## src/rtl/mem_burst_pkg.sv

```systemverilog
// Shared types and default sizing for the burst engine.
package mem_burst_pkg;

  localparam int DATA_WIDTH_DEF = 8;
  localparam int ADDR_WIDTH_DEF = 8;
  localparam int LEN_WIDTH_DEF  = 8;
  localparam int RD_LATENCY_DEF = 2;
  localparam int CNT_WIDTH_DEF  = 16;

  typedef enum logic [2:0] {
    ST_IDLE  = 3'd0,
    ST_WRITE = 3'd1,
    ST_READ  = 3'd2,
    ST_DRAIN = 3'd3,
    ST_DONE  = 3'd4
  } state_e;

endpackage

```

## src/rtl/mem_burst_engine_rd_valid_pipe.sv

```systemverilog
// Delay line that turns read issues into read-data-valid strobes RD_LATENCY cycles later.
module rd_valid_pipe #(
  parameter int RD_LATENCY = 2
) (
  input  logic clk_i,
  input  logic flush_i,
  input  logic vld_i,
  output logic vld_o,
  output logic empty_o
);

  localparam logic [RD_LATENCY-1:0] OUT_MASK = RD_LATENCY'(1) << (RD_LATENCY - 1);

  logic [RD_LATENCY-1:0] sr_q;

  always_ff @(posedge clk_i) begin
    if (flush_i) begin
      sr_q <= '0;
    end else begin
      sr_q <= (sr_q << 1) | RD_LATENCY'(vld_i);
    end
  end

  assign vld_o   = sr_q[RD_LATENCY-1];
  // Empty once nothing is queued behind the beat now at the output stage.
  assign empty_o = ~|(sr_q & ~OUT_MASK);

endmodule

```

## src/rtl/mem_burst_engine.sv

```systemverilog
// Single-command burst master: streams writes in / reads out as one-beat controller accesses.
module mem_burst_engine
  import mem_burst_pkg::*;
#(
  parameter int DATA_WIDTH = DATA_WIDTH_DEF,
  parameter int ADDR_WIDTH = ADDR_WIDTH_DEF,
  parameter int LEN_WIDTH  = LEN_WIDTH_DEF,
  parameter int RD_LATENCY = RD_LATENCY_DEF,
  parameter int CNT_WIDTH  = CNT_WIDTH_DEF
) (
  input  logic                  i_clk,
  input  logic                  i_reset,
  input  logic                  i_cmd_valid,
  output logic                  o_cmd_ready,
  input  logic                  i_cmd_wr,
  input  logic [ADDR_WIDTH-1:0] i_cmd_addr,
  input  logic [LEN_WIDTH-1:0]  i_cmd_len,
  input  logic                  i_wdata_valid,
  output logic                  o_wdata_ready,
  input  logic [DATA_WIDTH-1:0] i_wdata,
  output logic                  o_rdata_valid,
  output logic [DATA_WIDTH-1:0] o_rdata,
  output logic                  o_wr_en,
  output logic                  o_rd_en,
  output logic [ADDR_WIDTH-1:0] o_address,
  output logic [DATA_WIDTH-1:0] o_wr_data,
  input  logic [DATA_WIDTH-1:0] i_rd_data,
  output logic                  o_busy,
  output logic                  o_done,
  input  logic                  i_clr_counts,
  output logic [CNT_WIDTH-1:0]  o_wr_count,
  output logic [CNT_WIDTH-1:0]  o_rd_count
);

  function automatic logic [CNT_WIDTH-1:0] sat_inc(input logic [CNT_WIDTH-1:0] v);
    return (&v) ? v : v + 1'b1;
  endfunction

  state_e                state_q, state_d;
  logic [ADDR_WIDTH-1:0] addr_q, addr_d;
  logic [LEN_WIDTH-1:0]  rem_q, rem_d;
  logic                  wr_en_q, wr_en_d;
  logic                  rd_en_q, rd_en_d;
  logic [ADDR_WIDTH-1:0] out_addr_q, out_addr_d;
  logic [DATA_WIDTH-1:0] wr_data_q, wr_data_d;
  logic [CNT_WIDTH-1:0]  wr_cnt_q, rd_cnt_q;
  logic                  rdata_vld;
  logic                  pipe_empty;

  always_comb begin
    state_d    = state_q;
    addr_d     = addr_q;
    rem_d      = rem_q;
    wr_en_d    = 1'b0;
    rd_en_d    = 1'b0;
    out_addr_d = out_addr_q;
    wr_data_d  = wr_data_q;
    case (state_q)
      ST_IDLE: begin
        if (i_cmd_valid) begin
          addr_d = i_cmd_addr;
          rem_d  = i_cmd_len;
          if (i_cmd_len == '0) begin
            state_d = ST_DONE;
          end else if (i_cmd_wr) begin
            state_d = ST_WRITE;
          end else begin
            // First read is issued straight off the handshake so o_rd_en starts next cycle.
            state_d    = ST_READ;
            rd_en_d    = 1'b1;
            out_addr_d = i_cmd_addr;
            addr_d     = i_cmd_addr + 1'b1;
            rem_d      = i_cmd_len - 1'b1;
          end
        end
      end
      ST_WRITE: begin
        if (i_wdata_valid) begin
          wr_en_d    = 1'b1;
          out_addr_d = addr_q;
          wr_data_d  = i_wdata;
          addr_d     = addr_q + 1'b1;
          rem_d      = rem_q - 1'b1;
          if (rem_q == LEN_WIDTH'(1)) state_d = ST_DONE;
        end
      end
      ST_READ: begin
        if (rem_q != '0) begin
          rd_en_d    = 1'b1;
          out_addr_d = addr_q;
          addr_d     = addr_q + 1'b1;
          rem_d      = rem_q - 1'b1;
        end else begin
          state_d = ST_DRAIN;
        end
      end
      ST_DRAIN: begin
        if (pipe_empty) state_d = ST_DONE;
      end
      ST_DONE:  state_d = ST_IDLE;
      default:  state_d = ST_IDLE;
    endcase
  end

  always_ff @(posedge i_clk) begin
    if (i_reset) begin
      state_q    <= ST_IDLE;
      addr_q     <= '0;
      rem_q      <= '0;
      wr_en_q    <= 1'b0;
      rd_en_q    <= 1'b0;
      out_addr_q <= '0;
      wr_data_q  <= '0;
    end else begin
      state_q    <= state_d;
      addr_q     <= addr_d;
      rem_q      <= rem_d;
      wr_en_q    <= wr_en_d;
      rd_en_q    <= rd_en_d;
      out_addr_q <= out_addr_d;
      wr_data_q  <= wr_data_d;
    end
  end

  // Clear beats a same-cycle increment.
  always_ff @(posedge i_clk) begin
    if (i_reset || i_clr_counts) begin
      wr_cnt_q <= '0;
      rd_cnt_q <= '0;
    end else begin
      if (wr_en_q)   wr_cnt_q <= sat_inc(wr_cnt_q);
      if (rdata_vld) rd_cnt_q <= sat_inc(rd_cnt_q);
    end
  end

  rd_valid_pipe #(
    .RD_LATENCY (RD_LATENCY)
  ) u_rd_valid_pipe (
    .clk_i   (i_clk),
    .flush_i (i_reset),
    .vld_i   (rd_en_q),
    .vld_o   (rdata_vld),
    .empty_o (pipe_empty)
  );

  assign o_cmd_ready   = (state_q == ST_IDLE) && !i_reset;
  assign o_wdata_ready = (state_q == ST_WRITE);
  assign o_busy        = (state_q != ST_IDLE);
  assign o_done        = (state_q == ST_DONE);
  assign o_wr_en       = wr_en_q;
  assign o_rd_en       = rd_en_q;
  assign o_address     = out_addr_q;
  assign o_wr_data     = wr_data_q;
  assign o_rdata_valid = rdata_vld;
  assign o_rdata       = rdata_vld ? i_rd_data : '0;
  assign o_wr_count    = wr_cnt_q;
  assign o_rd_count    = rd_cnt_q;

endmodule

```

## config.mk

```make
export PLATFORM = sky130hd
export DESIGN_NAME = mem_burst_engine
export DESIGN_NICKNAME = d
export VERILOG_FILES = /design/src/rtl/mem_burst_pkg.sv /design/src/rtl/mem_burst_engine_rd_valid_pipe.sv /design/src/rtl/mem_burst_engine.sv
export SDC_FILE = /design/constraint.sdc
export NUM_CORES = 1
export LEC_CHECK = 0
export CAP_MARGIN = 10
export CELL_PAD_IN_SITES_DETAIL_PLACEMENT = 1
export CELL_PAD_IN_SITES_GLOBAL_PLACEMENT = 2
export CORE_UTILIZATION = 28
export DETAILED_ROUTE_END_ITERATION = 10
export PLACE_DENSITY = 0.79
export SETUP_SLACK_MARGIN = 0.05
export SYNTH_ARGS = -nofsm -noshare
export SYNTH_HDL_FRONTEND = slang
export SYNTH_SLANG_ARGS = --single-unit
```

## constraint.sdc

```tcl
create_clock -name i_clk -period 2.61 [get_ports i_clk]
set_input_delay 0.522 -clock i_clk [delete_from_list [all_inputs] [get_ports i_clk]]
set_output_delay 0.522 -clock i_clk [all_outputs]
set_load 0.02 [all_outputs]
```

After elaboration in Yosys (flattened, before gate mapping)
Index checks and enable logic that the tools add are counted.
{"block": "word_totals", "register_bits": 71, "inputBits": 38, "out_inout_bits": 63, "wordCells": 83}
{"block": "op_classes", "n_eq_ne": 13, "n_bitwise": 4, "reduce_logical": 17, "mux": 33, "add_sub_neg": 6}
{"operator": "$mux 8", "n": 16}
{"operator": "$pmux 8 s3", "n": 3}
{"operator": "$add 16x1->16 const B", "n": 2}
{"operator": "$reduce_and 16->1", "n": 2}
{"operator": "$mux 3", "n": 6}
{"operator": "$add 8x1->8 const B", "n": 2}
{"operator": "$sub 8x1->8 const B", "n": 2}
{"operator": "$ne 2x2->1 const B", "n": 7}
{"operator": "$pmux 3 s4", "n": 1}
{"operator": "$eq 8x1->1 const B", "n": 1}
{"operator": "$logic_not 8->1", "n": 1}
{"operator": "$reduce_bool 8->1", "n": 1}
{"operator": "$eq 3x2->1 const B", "n": 2}
{"operator": "$reduce_and 2->1", "n": 3}
{"operator": "$reduce_and 6->1", "n": 1}
{"operator": "$reduce_bool 3->1", "n": 2}
{"operator": "$mux 1", "n": 5}
{"operator": "$reduce_and 5->1", "n": 1}
{"operator": "$reduce_and 4->1", "n": 1}
{"operator": "$eq 3x1->1 const B", "n": 1}
{"operator": "$eq 3x3->1 const B", "n": 1}
{"operator": "$logic_not 3->1", "n": 1}
{"operator": "$not 1->1", "n": 3}
{"operator": "$mux 2", "n": 1}
{"operator": "other kinds (7)", "n": 7}

Depth between registers and ports, before layout
{"block": "depth", "word_depth": 5, "depth_mapped": 8}

Hierarchy
From an unflattened synthesis, not the netlist that was laid out.
{"block": "hier_totals", "hier_cells": 494, "hier_area_um2": 3902.5}
{"module": "mem_burst_engine", "area_each_um2": 3843.7, "n_inst": 1, "seq_area_each_um2": 1381.3, "cells_each": 489}
{"module": "rd_valid_pipe", "area_each_um2": 58.8, "n_inst": 1, "seq_area_each_um2": 40.0, "cells_each": 5}

Worst setup path before layout
OpenSTA, ideal clock, no wires.
{"block": "synth_path", "path_kind": "in2reg", "start": "input port i_cmd_len[2]", "end": "register rem_q[6]", "t_arrival_ns": 2.123, "stages": 5, "setup_ns": 0.070, "required_time_ns": 2.540, "slack_ns": 0.417, "cell_sequence": "buf_6 or4_4 or4_1 a311o_1 a21oi_1"}
{"block": "synth_between", "elab_chain_cells": 5, "word_cells_on_any_way": 6, "cone_classes": "1 x add/sub; 4 x mux; 1 x reduce/logical"}
{"element": "start, declared", "line_no": "mem_burst_engine.sv:17", "source": "input logic [LEN_WIDTH-1:0] i_cmd_len,"}
{"element": "$sub 8x1->8", "line_no": "mem_burst_engine.sv:73", "source": "rem_d = i_cmd_len - 1'b1;"}
{"element": "$mux 8", "line_no": "mem_burst_engine.sv:65", "source": "end else if (i_cmd_wr) begin"}
{"element": "$mux 8 (*)", "line_no": "mem_burst_engine.sv:63", "source": "if (i_cmd_len == '0) begin"}
{"element": "$mux 8 (*)", "line_no": "mem_burst_engine.sv:60", "source": "if (i_cmd_valid) begin"}
{"element": "$pmux 8 s3 (*)", "line_no": "mem_burst_engine.sv:58", "source": "case (state_q)"}
{"element": "end signal, assigned", "line_no": "mem_burst_engine.sv:117", "source": "rem_q <= rem_d;"}
{"element": "end, declared", "line_no": "mem_burst_engine.sv:41", "source": "logic [LEN_WIDTH-1:0] rem_q, rem_d;"}
Every way passes the cells marked *; elsewhere a longest branch is shown, timed or not. The select of a mux whose other input is x is not followed.
A chain may end at the register's enable or synchronous reset.

Worst setup path after layout
{"block": "layout_path", "start": "register state_q[1]", "end": "output port o_cmd_ready"}
{"block": "layout_between", "elab_chain_cells": 2}
{"element": "start, declared", "line_no": "mem_burst_engine.sv:39", "source": "state_e state_q, state_d;"}
{"element": "start signal, assigned", "line_no": "mem_burst_engine.sv:115", "source": "state_q <= state_d;"}
{"element": "$logic_not 3->1", "line_no": "mem_burst_engine.sv:146", "source": "assign o_cmd_ready = (state_q == ST_IDLE) && !i_reset;"}
{"element": "$logic_and 1x1->1", "line_no": "mem_burst_engine.sv:146"}
{"element": "end, declared", "line_no": "mem_burst_engine.sv:14", "source": "output logic o_cmd_ready,"}
Every way passes these cells.

==> results.yml <==
run_status:
  status: "complete, no violations"
finish:
  multi_input_area_um2: 2330
  stdcell_count: 786
  drive_above_1_share_pct: 8.85
  num_antenna_cells: 0
  area_growth_syn_to_layout_pct: 41.7
  fillers: 1605
  seq_area_um2: 1420
  nNetsFinal: 652
place:
  hpwl_mm: 9.39
  placed_cells: 770
  portBuffers: 100
  place_ws_ns: -0.0165
  place_congestion: 0.793
route:
  vias: 4082
  routedWlPerCell_um: 15.9
  firstDrtPassIters: 4
  drc: 0
  ant_nets: 0
  drt_iter0_markers: 154
  via_per_inst: 5.19
  wl_mm: 12.5
logic_synthesis:
  yosys-top-cells-area: "dfxtp_1 (36%), nor2_1 (5.6%), nand2_1 (5.4%)"
  synth-edff-count: 0
  synth_commonest_cells: "dfxtp_1 (71), nor2_1 (58), nand2_1 (56), a21oi_1 (26), nand3_1 (22)"
  synth.avg_cell_area_um2: 8.00
  yosysUniqueCellTypes: 59
  syn_inst: 488
  yosys.area.top_type: "dfxtp_1"
  synth_top_area_share_pct: 36.4
  syn_nets: 535
  ys_warn_count: 0
  ys_ff_latch: 71
  synth_flop_cell: "dfxtp_1"
  yosysMostFrequentCell: "dfxtp_1"
  yosysSeqAreaShare_pct: 36.4
  syn_area_um2: 3900
  async_flop_share_pct: 0
floorplanning:
  die_w_um: 120
  io_pins: 101
  die_y_um: 120
  core-area_um2: 13400
  dieArea_um2: 14400
  rows: 42
  start_util_pct: 29.1
hold_path:
  hp-class: "register to register"
critical_path:
  cp.arrival_ns: 1.90
  crit_path_max_fanout: 8
  slowest_delay_ns: 0.62
  cp_cell_sequence: "nor2_1 -> nand2_1 -> nor2_1 -> clkdlybuf4s50_1"
  critPathCaptureType: "output pin"
  cp.required_ns: 2.09
  slowest_stage: "clkdlybuf4s50_1"
  worst-setup-path-type: "register to output pin"
  start_kind: "register"
  cpMostUsedCell: "nor2_1"
  cpLargestDelayFamily: "buffers and inverters"
  cp.buffers_inverters: 1
global_route:
  grt_max_degree: 39
  grt_pass1_vias: 4161
  grt_pass1_wl_mm: 20.8
  antenna_found_initial: 0
  grt_usage_pct: 18.0
  grt_overflow_total: 0
timing:
  tightest_slew_ns: 0.519
  finalCriticalPeriod_ns: 2.42
  period_share_pct: 92.9
  relSlewSlack_pct: 65.3
  finClkSkew_ns: 0.00898
  finalWorstSetupSlack_ns: 0.186
  fmax_ghz: 0.412
  setup_violations: 0
  rsz0062_at_grt: "false"
  hold_viol: 0
  drv_slew: 0
clock_network:
  cts_setup_buffers: 0
  cts_inserted_buffers: 9
  cts-root-buf: "clkbuf_16"
  clock-sinks: 71
  cts_tree: "built"
  htree_num_levels: 3
  clk_latency_ns: 0.34
  clk_path_buf_depth: 2
  postCtsHoldBufs: 0
  clk_pin_slew_ns: 0.06
  cts_resized: 0
power_and_ir_drop:
  combPwrFrac_pct: 29.9
  pwr-share-seq_pct: 37.3
  power.internal_w: 0.00231
  switching_share_pct: 33.7
  ir_drop_uv: 332
  net-switching-power_w: 0.00117
  p_leak_nw: 2.00
  p_clk_share_pct: 32.8
  pwr_density_cell_nw_per_um2: 629
run:
  maxCapViolCount: 0
-- metrics by stage --
| stage | area (um^2) | power, W | TNS [ns] | hold WS (ns) | util, % |
|---|---|---|---|---|---|
| after floorplan | 3910 | 0.00191 | 0 | 0.437 | - |
| after global placement | 5260 | 0.00235 | 0 | 0.444 | 39.2 |
| after detailed placement | 5260 | 0.00237 | -0.0541 | 0.447 | 39.2 |
| after CTS | 5530 | 0.00354 | 0 | 0.456 | 41.3 |
| after global routing | 5530 | 0.00369 | 0 | 0.475 | 41.3 |
| final | 5530 | 0.00348 | 0 | 0.454 | 41.3 |
-- layout make-up --
class	count	share of cell area, %
flip-flops and latches	71	25.7
inverters	14	0.950
clock inverters	6	0.814
multi-input cells	380	42.2
well taps	176	3.98
repair buffers	129	22.3
clock buffers	10	4.14
-- logic make-up after synthesis --
group / Yosys count / share of synthesized area, %
AOI/OAI and AO/OA: 115 / 20.6
buffers and inverters: 37 / 3.88
muxes: 4 / 1.06
and+or+nand+nor: 219 / 27.8
DFF: 71 / 36.4
adders and majority gates: 9 / 2.88
xor gates and xnor gates: 33 / 7.40
-- flip-flops by register name, summed over array words and instances, names as in the netlist --
| register | cells |
|---|---|
| addr_q | 8 |
| o_address | 8 |
| o_rd_count | 16 |
| o_rd_en | 1 |
| o_wr_count | 16 |
| o_wr_data | 8 |
| o_wr_en | 1 |
| rem_q | 8 |
| state_q | 3 |
| u_rd_valid_pipe.sr_q | 2 |
-- placed cells by master, fill, tap and decap left out, types with 3 or more instances in the layout --
cell               n
xnor2_1           19
a41o_1             3
or4_1              4
and4_1             5
a21oi_1           26
and2_1            10
buf_4             28
nor4_1             6
nand3_1           22
xor2_1            14
a31oi_1            8
or3_1              4
inv_1             14
a32oi_1            4
dfxtp_1           71
nand2_1           56
clkdlybuf4s50_1  100
mux2i_1            3
o21ai_0           15
clkinv_4           3
ha_1               9
nand4_1           12
nor3_1            13
nor2_1            58
o211ai_1           7
and3_1            11
clkbuf_16          9
o22ai_1            7
a211oi_1          10
nor4b_1            4
a311oi_1           8
nand2b_1           3
nor3b_1            5
a21bo_2            3
nor2b_1            3
-- per-layer routing --
layer	share of wire (%)	track usage (%)	vias up
li1	-	-	2022
met1	44	21.2	1986
met2	52	32.7	68
met3	3.2	4.33	6
met4	0.85	3.98	0
met5	0	0	-
-- final timing paths --
kind	slack [ns]	start	end	cells past startpoint
setup / recovery	0.19	state_q[1]$_SDFFE_PP0P_	o_cmd_ready	4
hold / removal	0.45	o_wr_data[0]$_SDFFE_PP0P_	o_wr_data[0]$_SDFFE_PP0P_	2
setup reg to reg	0.44	rem_q[0]$_SDFFE_PP0P_	addr_q[0]$_SDFFE_PP0P_	9
hold reg to reg	0.45	o_wr_data[0]$_SDFFE_PP0P_	o_wr_data[0]$_SDFFE_PP0P_	2
-- power groups by stage --
stage	Clock [W]	Combinational, W	Sequential (W)
floorplan	0	0.000582	0.00133
global placement	0	0.00103	0.00132
detailed placement	0	0.00105	0.00132
CTS	0.00119	0.00105	0.00130
global route	0.00123	0.00114	0.00132
finish	0.00114	0.00104	0.00130
-- tightest hold or removal path: stages, from the launching register on --
cell and delay, ns:
dfxtp_1 0.31, nand2_1 0.05, a21oi_1 0.05
Power figures use the tool's default switching activity.
